**config.mk**
```make
export PLATFORM = sky130hd
export DESIGN_NAME = mem_arbiter
export DESIGN_NICKNAME = d
export VERILOG_FILES = /design/src/rtl/riscv_mem_pkg.sv /design/src/rtl/mem_arbiter_rr_arb2.sv /design/src/rtl/mem_arbiter.sv
export SDC_FILE = /design/constraint.sdc
export NUM_CORES = 1
export LEC_CHECK = 0
export ABC_AREA = 1
export BUFFER_PORTS_ARGS = -buffer_cell sky130_fd_sc_hd__buf_2
export CORE_AREA = 4 4 136 105
export CTS_CLUSTER_SIZE = 12
export DETAILED_ROUTE_END_ITERATION = 10
export DIE_AREA = 0 0 140 109
export GPL_TIMING_DRIVEN = 0
export PLACE_DENSITY = 0.75
export SLEW_MARGIN = 20
export SYNTH_ARGS = -nofsm -noshare
export SYNTH_HDL_FRONTEND = slang
export SYNTH_SLANG_ARGS = --single-unit
```
**constraint.sdc**
```tcl
create_clock -name clk -period 2.9 [get_ports clk]
set_clock_uncertainty 0.2 [all_clocks]
set_input_delay 0.29 -clock clk [delete_from_list [all_inputs] [get_ports clk]]
set_output_delay 0.29 -clock clk [all_outputs]
set_load 0.05 [all_outputs]
```
**src/rtl/riscv_mem_pkg.sv**
```systemverilog
// Shared types and helpers for the unified-memory arbiter: FSM states, port IDs
// and the access-counter width helper.
package riscv_mem_pkg;

    typedef enum logic [1:0] {
        IDLE   = 2'd0,
        ACCESS = 2'd1,
        RESP   = 2'd2
    } state_e;

    localparam logic PORT_C = 1'b0;
    localparam logic PORT_D = 1'b1;

    // CNT_W = $clog2(MEM_LATENCY+1), never narrower than one bit.
    function automatic int cnt_width(input int mem_latency);
        int w;
        w = $clog2(mem_latency + 1);
        return (w < 1) ? 1 : w;
    endfunction

endpackage

```
**src/rtl/mem_arbiter_rr_arb2.sv**
```systemverilog
// Combinational two-way round-robin picker between the CPU and debug ports,
// with a debug lock that keeps the grant on D once D has won.
module rr_arb2
    import riscv_mem_pkg::*;
(
    input  logic req_c_i,
    input  logic req_d_i,
    input  logic last_gnt_i,
    input  logic d_lock_i,
    output logic gnt_valid_o,
    output logic gnt_port_o
);

    always_comb begin
        gnt_valid_o = req_c_i | req_d_i;
        gnt_port_o  = PORT_C;
        if (req_c_i && req_d_i) begin
            // Lock only holds D if D already owned the previous grant.
            if (last_gnt_i == PORT_C) begin
                gnt_port_o = PORT_D;
            end else begin
                gnt_port_o = d_lock_i ? PORT_D : PORT_C;
            end
        end else if (req_d_i) begin
            gnt_port_o = PORT_D;
        end
    end

endmodule

```
**src/rtl/mem_arbiter.sv**
```systemverilog
// Arbitrates the single-port unified memory between the CPU (C) and debug (D)
// requesters, sequencing each access IDLE -> ACCESS -> RESP.
module mem_arbiter
    import riscv_mem_pkg::*;
#(
    parameter int ADDR_W      = 32,
    parameter int DATA_W      = 32,
    parameter int MEM_LATENCY = 1
) (
    input  logic              clk,
    input  logic              reset,
    input  logic              c_req,
    input  logic              c_we,
    input  logic [ADDR_W-1:0] c_addr,
    input  logic [DATA_W-1:0] c_wdata,
    output logic              c_ready,
    input  logic              d_req,
    input  logic              d_we,
    input  logic [ADDR_W-1:0] d_addr,
    input  logic [DATA_W-1:0] d_wdata,
    input  logic              d_lock,
    output logic              d_ready,
    output logic [DATA_W-1:0] rdata,
    output logic              err,
    output logic              mem_en,
    output logic              mem_we,
    output logic [ADDR_W-1:0] mem_addr,
    output logic [DATA_W-1:0] mem_wdata,
    input  logic [DATA_W-1:0] mem_rdata,
    output state_e            state_o
);

    localparam int CNT_W = cnt_width(MEM_LATENCY);
    localparam logic [CNT_W-1:0] CNT_LOAD = CNT_W'(MEM_LATENCY - 1);

    state_e            state_q, state_d;
    logic              owner_q, owner_d;
    logic              last_gnt_q, last_gnt_d;
    logic              we_q, we_d;
    logic [ADDR_W-1:0] addr_q, addr_d;
    logic [DATA_W-1:0] wdata_q, wdata_d;
    logic [CNT_W-1:0]  cnt_q, cnt_d;
    logic [DATA_W-1:0] rdata_q, rdata_d;
    logic              err_q, err_d;

    logic              gnt_valid;
    logic              gnt_port;
    logic [ADDR_W-1:0] sel_addr;

    rr_arb2 u_rr_arb2 (
        .req_c_i     (c_req),
        .req_d_i     (d_req),
        .last_gnt_i  (last_gnt_q),
        .d_lock_i    (d_lock),
        .gnt_valid_o (gnt_valid),
        .gnt_port_o  (gnt_port)
    );

    assign sel_addr = (gnt_port == PORT_D) ? d_addr : c_addr;

    always_ff @(posedge clk or posedge reset) begin
        if (reset) begin
            state_q    <= IDLE;
            owner_q    <= PORT_C;
            last_gnt_q <= PORT_D;
            we_q       <= 1'b0;
            addr_q     <= '0;
            wdata_q    <= '0;
            cnt_q      <= '0;
            rdata_q    <= '0;
            err_q      <= 1'b0;
        end else begin
            state_q    <= state_d;
            owner_q    <= owner_d;
            last_gnt_q <= last_gnt_d;
            we_q       <= we_d;
            addr_q     <= addr_d;
            wdata_q    <= wdata_d;
            cnt_q      <= cnt_d;
            rdata_q    <= rdata_d;
            err_q      <= err_d;
        end
    end

    always_comb begin
        state_d    = state_q;
        owner_d    = owner_q;
        last_gnt_d = last_gnt_q;
        we_d       = we_q;
        addr_d     = addr_q;
        wdata_d    = wdata_q;
        cnt_d      = cnt_q;
        rdata_d    = rdata_q;
        err_d      = err_q;
        unique case (state_q)
            IDLE: begin
                if (gnt_valid) begin
                    owner_d    = gnt_port;
                    last_gnt_d = gnt_port;
                    we_d       = (gnt_port == PORT_D) ? d_we : c_we;
                    addr_d     = sel_addr;
                    wdata_d    = (gnt_port == PORT_D) ? d_wdata : c_wdata;
                    if (sel_addr[1:0] != 2'b00) begin
                        // Misaligned: answer with err, never touch memory.
                        err_d   = 1'b1;
                        rdata_d = '0;
                        state_d = RESP;
                    end else begin
                        cnt_d   = CNT_LOAD;
                        state_d = ACCESS;
                    end
                end
            end
            ACCESS: begin
                if (cnt_q != '0) begin
                    cnt_d = cnt_q - CNT_W'(1);
                end else begin
                    rdata_d = we_q ? '0 : mem_rdata;
                    state_d = RESP;
                end
            end
            RESP: begin
                rdata_d = '0;
                err_d   = 1'b0;
                state_d = IDLE;
            end
            default: state_d = IDLE;
        endcase
    end

    assign c_ready   = (state_q == RESP) && (owner_q == PORT_C);
    assign d_ready   = (state_q == RESP) && (owner_q == PORT_D);
    assign rdata     = rdata_q;
    assign err       = err_q;
    assign mem_en    = (state_q == ACCESS);
    assign mem_we    = (state_q == ACCESS) && we_q;
    // Memory outputs read as zero outside ACCESS so the bus is quiet when idle.
    assign mem_addr  = (state_q == ACCESS) ? {2'b00, addr_q[ADDR_W-1:2]} : '0;
    assign mem_wdata = (state_q == ACCESS) ? wdata_q : '0;
    assign state_o   = state_q;

endmodule

```
==> reports/results.ini <==
[clock_tree]
cts_inserted_buffers = 9
cts.sinks = 100
insertion_delay_ns = 0.34
cts_root_buf = clkbuf_16
cts_tree = yes
h-tree-depth = 3
clockBufferDepth = 2
clk_pin_slew_ns = 0.07
cts_setup_buffers = 0

[synthesis]
synth_compound_area_frac = 0.08011
syn_inst = 733
synth_top_area_share = 0.4735
avgSynthCellArea_um2 = 7.138
synth-seq-area-share = 0.4785
ys_ff_latch = 100
async_flop_share = 1.000
synth_top_family_by_area = simple AND/OR/NAND/NOR gates
synth_cell_types = 24
ys.flop_type = dfrtp_1
synthAdderAreaFrac = 0.007174
yosysWarnings = 0
yosys.area_share.simple = 0.3085
synth_mux_area_frac = 0
synth.cell_area_um2 = 5233
synth_edf_count = 0
synth_most_common_cell = nand2_1
synthTopCellsByCount = nand2_1, inv_1, dfrtp_1
synth_xor_area_frac = 0
yosys.area.top_type = dfrtp_1
synth_area_leaders = dfrtp_1, nand2_1, a31oi_1

[routing]
via_count = 5978
ant_nets = 0
first_pass_iters = 7
drtIter0Drc = 316
drt_wl_total_um = 18190
wl_per_cell_um = 14.48
drc = 0
viasPerCell = 4.760

[pwr]
p_leak_nw = 4.819
peakVddDrop_v = 0.0004973
powerDensity_nw_per_um2 = 969.0

[timing]
rsz0062_at_grt = no
relSlewSlack = 0.5533
hold_viol_final = 0
finalCriticalPeriod_ns = 2.732
report.final.slew_viol_count = 0
setup_tns_ns = 0
min_period_over_period = 0.9422
tightest_slew_ns = 0.6687
clock.fmax_mhz = 366.0
setup_viol = 0

[worst_setup_path]
setup.worst_path.start = state_o[0]$_DFFE_PP0P_
critPathLaunchType = flip-flop
r2r_slack_ns = 0.17
cp_data_required_time_ns = 2.92
cp_max_fo = 10
arrival_ns = 2.75
timing.rr.start = state_o[0]$_DFFE_PP0P_
r2r_cells = 8
rr_endpoint = addr_q[28]$_DFFE_PP0P_
endpoint_kind = flip-flop
worstSetupPathType = reg2reg

[finish]
drive_gt1_frac = 0.3088
finalNetCount = 1250
final_util = 0.6081
synthToLayoutAreaGrowth_pct = 49.71
num-fill-cells = 1181
diodes = 0

[outcome]
status = complete, no violations

[global_route]
grt_use_met1 = 0.3062
grt_pass1_vias = 5923
grt_pass1_wl_um = 29040
track_usage = 0.2363
met3_usage = 0.04866
grt_max_degree = 29
grt_overflow = 0
grt_use_met2 = 0.4036
antenna_found_initial = 1
grt.busiest_layer = met2

[floorplan]
core_um2 = 12880
start_util = 0.4062
chipWidth_um = 140
ioPinCount = 270
fp.dieArea_um2 = 15260
num_rows = 36
die_h_um = 109

[min_path]
hold_end = addr_q[10]$_DFFE_PP0P_
worstHoldPathType = in2reg
hold_depth = 3
min_from = c_addr[10]

[place]
portBuffers = 267
dp_hpwl_um = 13100
gp_congestion = 0.8825

[job]
cap_violations = 0

==> through the flow <==
step	setup slack, ns	instance area, um^2	power (mW)	hold WS (ns)	instances
after floorplan	0.1933	5240	4.968	0.2354	734
after global placement	0.1586	6790	5.914	0.2494	1172
after detailed placement	0.1239	6858	5.987	0.2154	1175
after CTS	0.1389	7830	7.587	0.0001490	1256
after global routing	0.003412	7834	8.108	0.005947	1256
final	0.1676	7834	7.591	0.009760	1256
==> power breakdown <==
part / total [mW] / internal (mW) / switching [mW]
combinational: 4.06 / 1.28 / 2.78
clock: 1.28 / 0.713 / 0.565
sequential: 2.25 / 1.96 / 0.298
==> registers in the layout (all words and copies together), names as in the netlist <==
| signal | count |
|---|---|
| err | 1 |
| addr_q | 30 |
| rdata | 32 |
| owner_q | 1 |
| last_gnt_q | 1 |
| state_o | 2 |
| we_q | 1 |
| wdata_q | 32 |
==> final cells by class <==
class / count / area (um^2) / share of cell area
clock inverter: 6 / 80.08 / 0.01022
multi-input combinational: 481 / 2078 / 0.2653
timing repair buffer: 335 / 2054 / 0.2623
clock buffer: 10 / 239.0 / 0.03051
buffer: 47 / 260.3 / 0.03322
inverter: 106 / 404.1 / 0.05159
sequential: 100 / 2504 / 0.3196
tap: 171 / 214.0 / 0.02731
==> worst max path at each step <==
stage,to,slack (ns),cells past startpoint
after floorplan,mem_addr[17],0.19,5
after global placement,mem_addr[13],0.16,7
after detailed placement,mem_addr[13],0.12,7
after CTS,mem_wdata[13],0.14,7
after global routing,addr_q[28]$_DFFE_PP0P_,0.003,8
final,addr_q[28]$_DFFE_PP0P_,0.17,8
==> logic make-up after synthesis <==
logic type,Yosys count
flip-flops,100
buffers and inverters,153
AND/OR/NAND/NOR,408
adder cells (fa/ha/maj),3
other,1
AO/OA/AOI/OAI,68
==> critical path, cell delays in order (launching register included) <==
cell and delay (ns):
dfrtp_1 0.41, inv_1 0.09, ha_1 0.28, inv_2 0.13
nor2_4 0.25, buf_2 0.29, buf_2 0.27, a31oi_1 0.12
dlygate4sd3_1 0.58
==> layer usage <==
layer,routed length (um),share of wire
met1,7745,0.43
met2,8660,0.48
met3,1385,0.076
met4,386,0.021
met5,7,0.00038
==> placed cells by master (no fill, tap or decap), drive strengths merged <==
master         n
clkinvlp       2
dfstp          1
conb           2
dlygate4sd3   65
nor4           1
o21ai          3
nand3         36
bufinv         1
a21oi          2
a31oi         63
or2            1
ha             3
clkbuf        23
clkinv         1
dfrtp         99
buf          304
inv          108
nand2        268
nor2         101
nor3           1
==> timing repair <==
action / 4_1_cts / 5_1_grt
resized for setup: 2 / 3
endpoints found under the setup margin: 53 / 5
hold buffers: 65 / 0
hold endpoints to repair: 68 / 0
(Power assumes the default switching activity.)
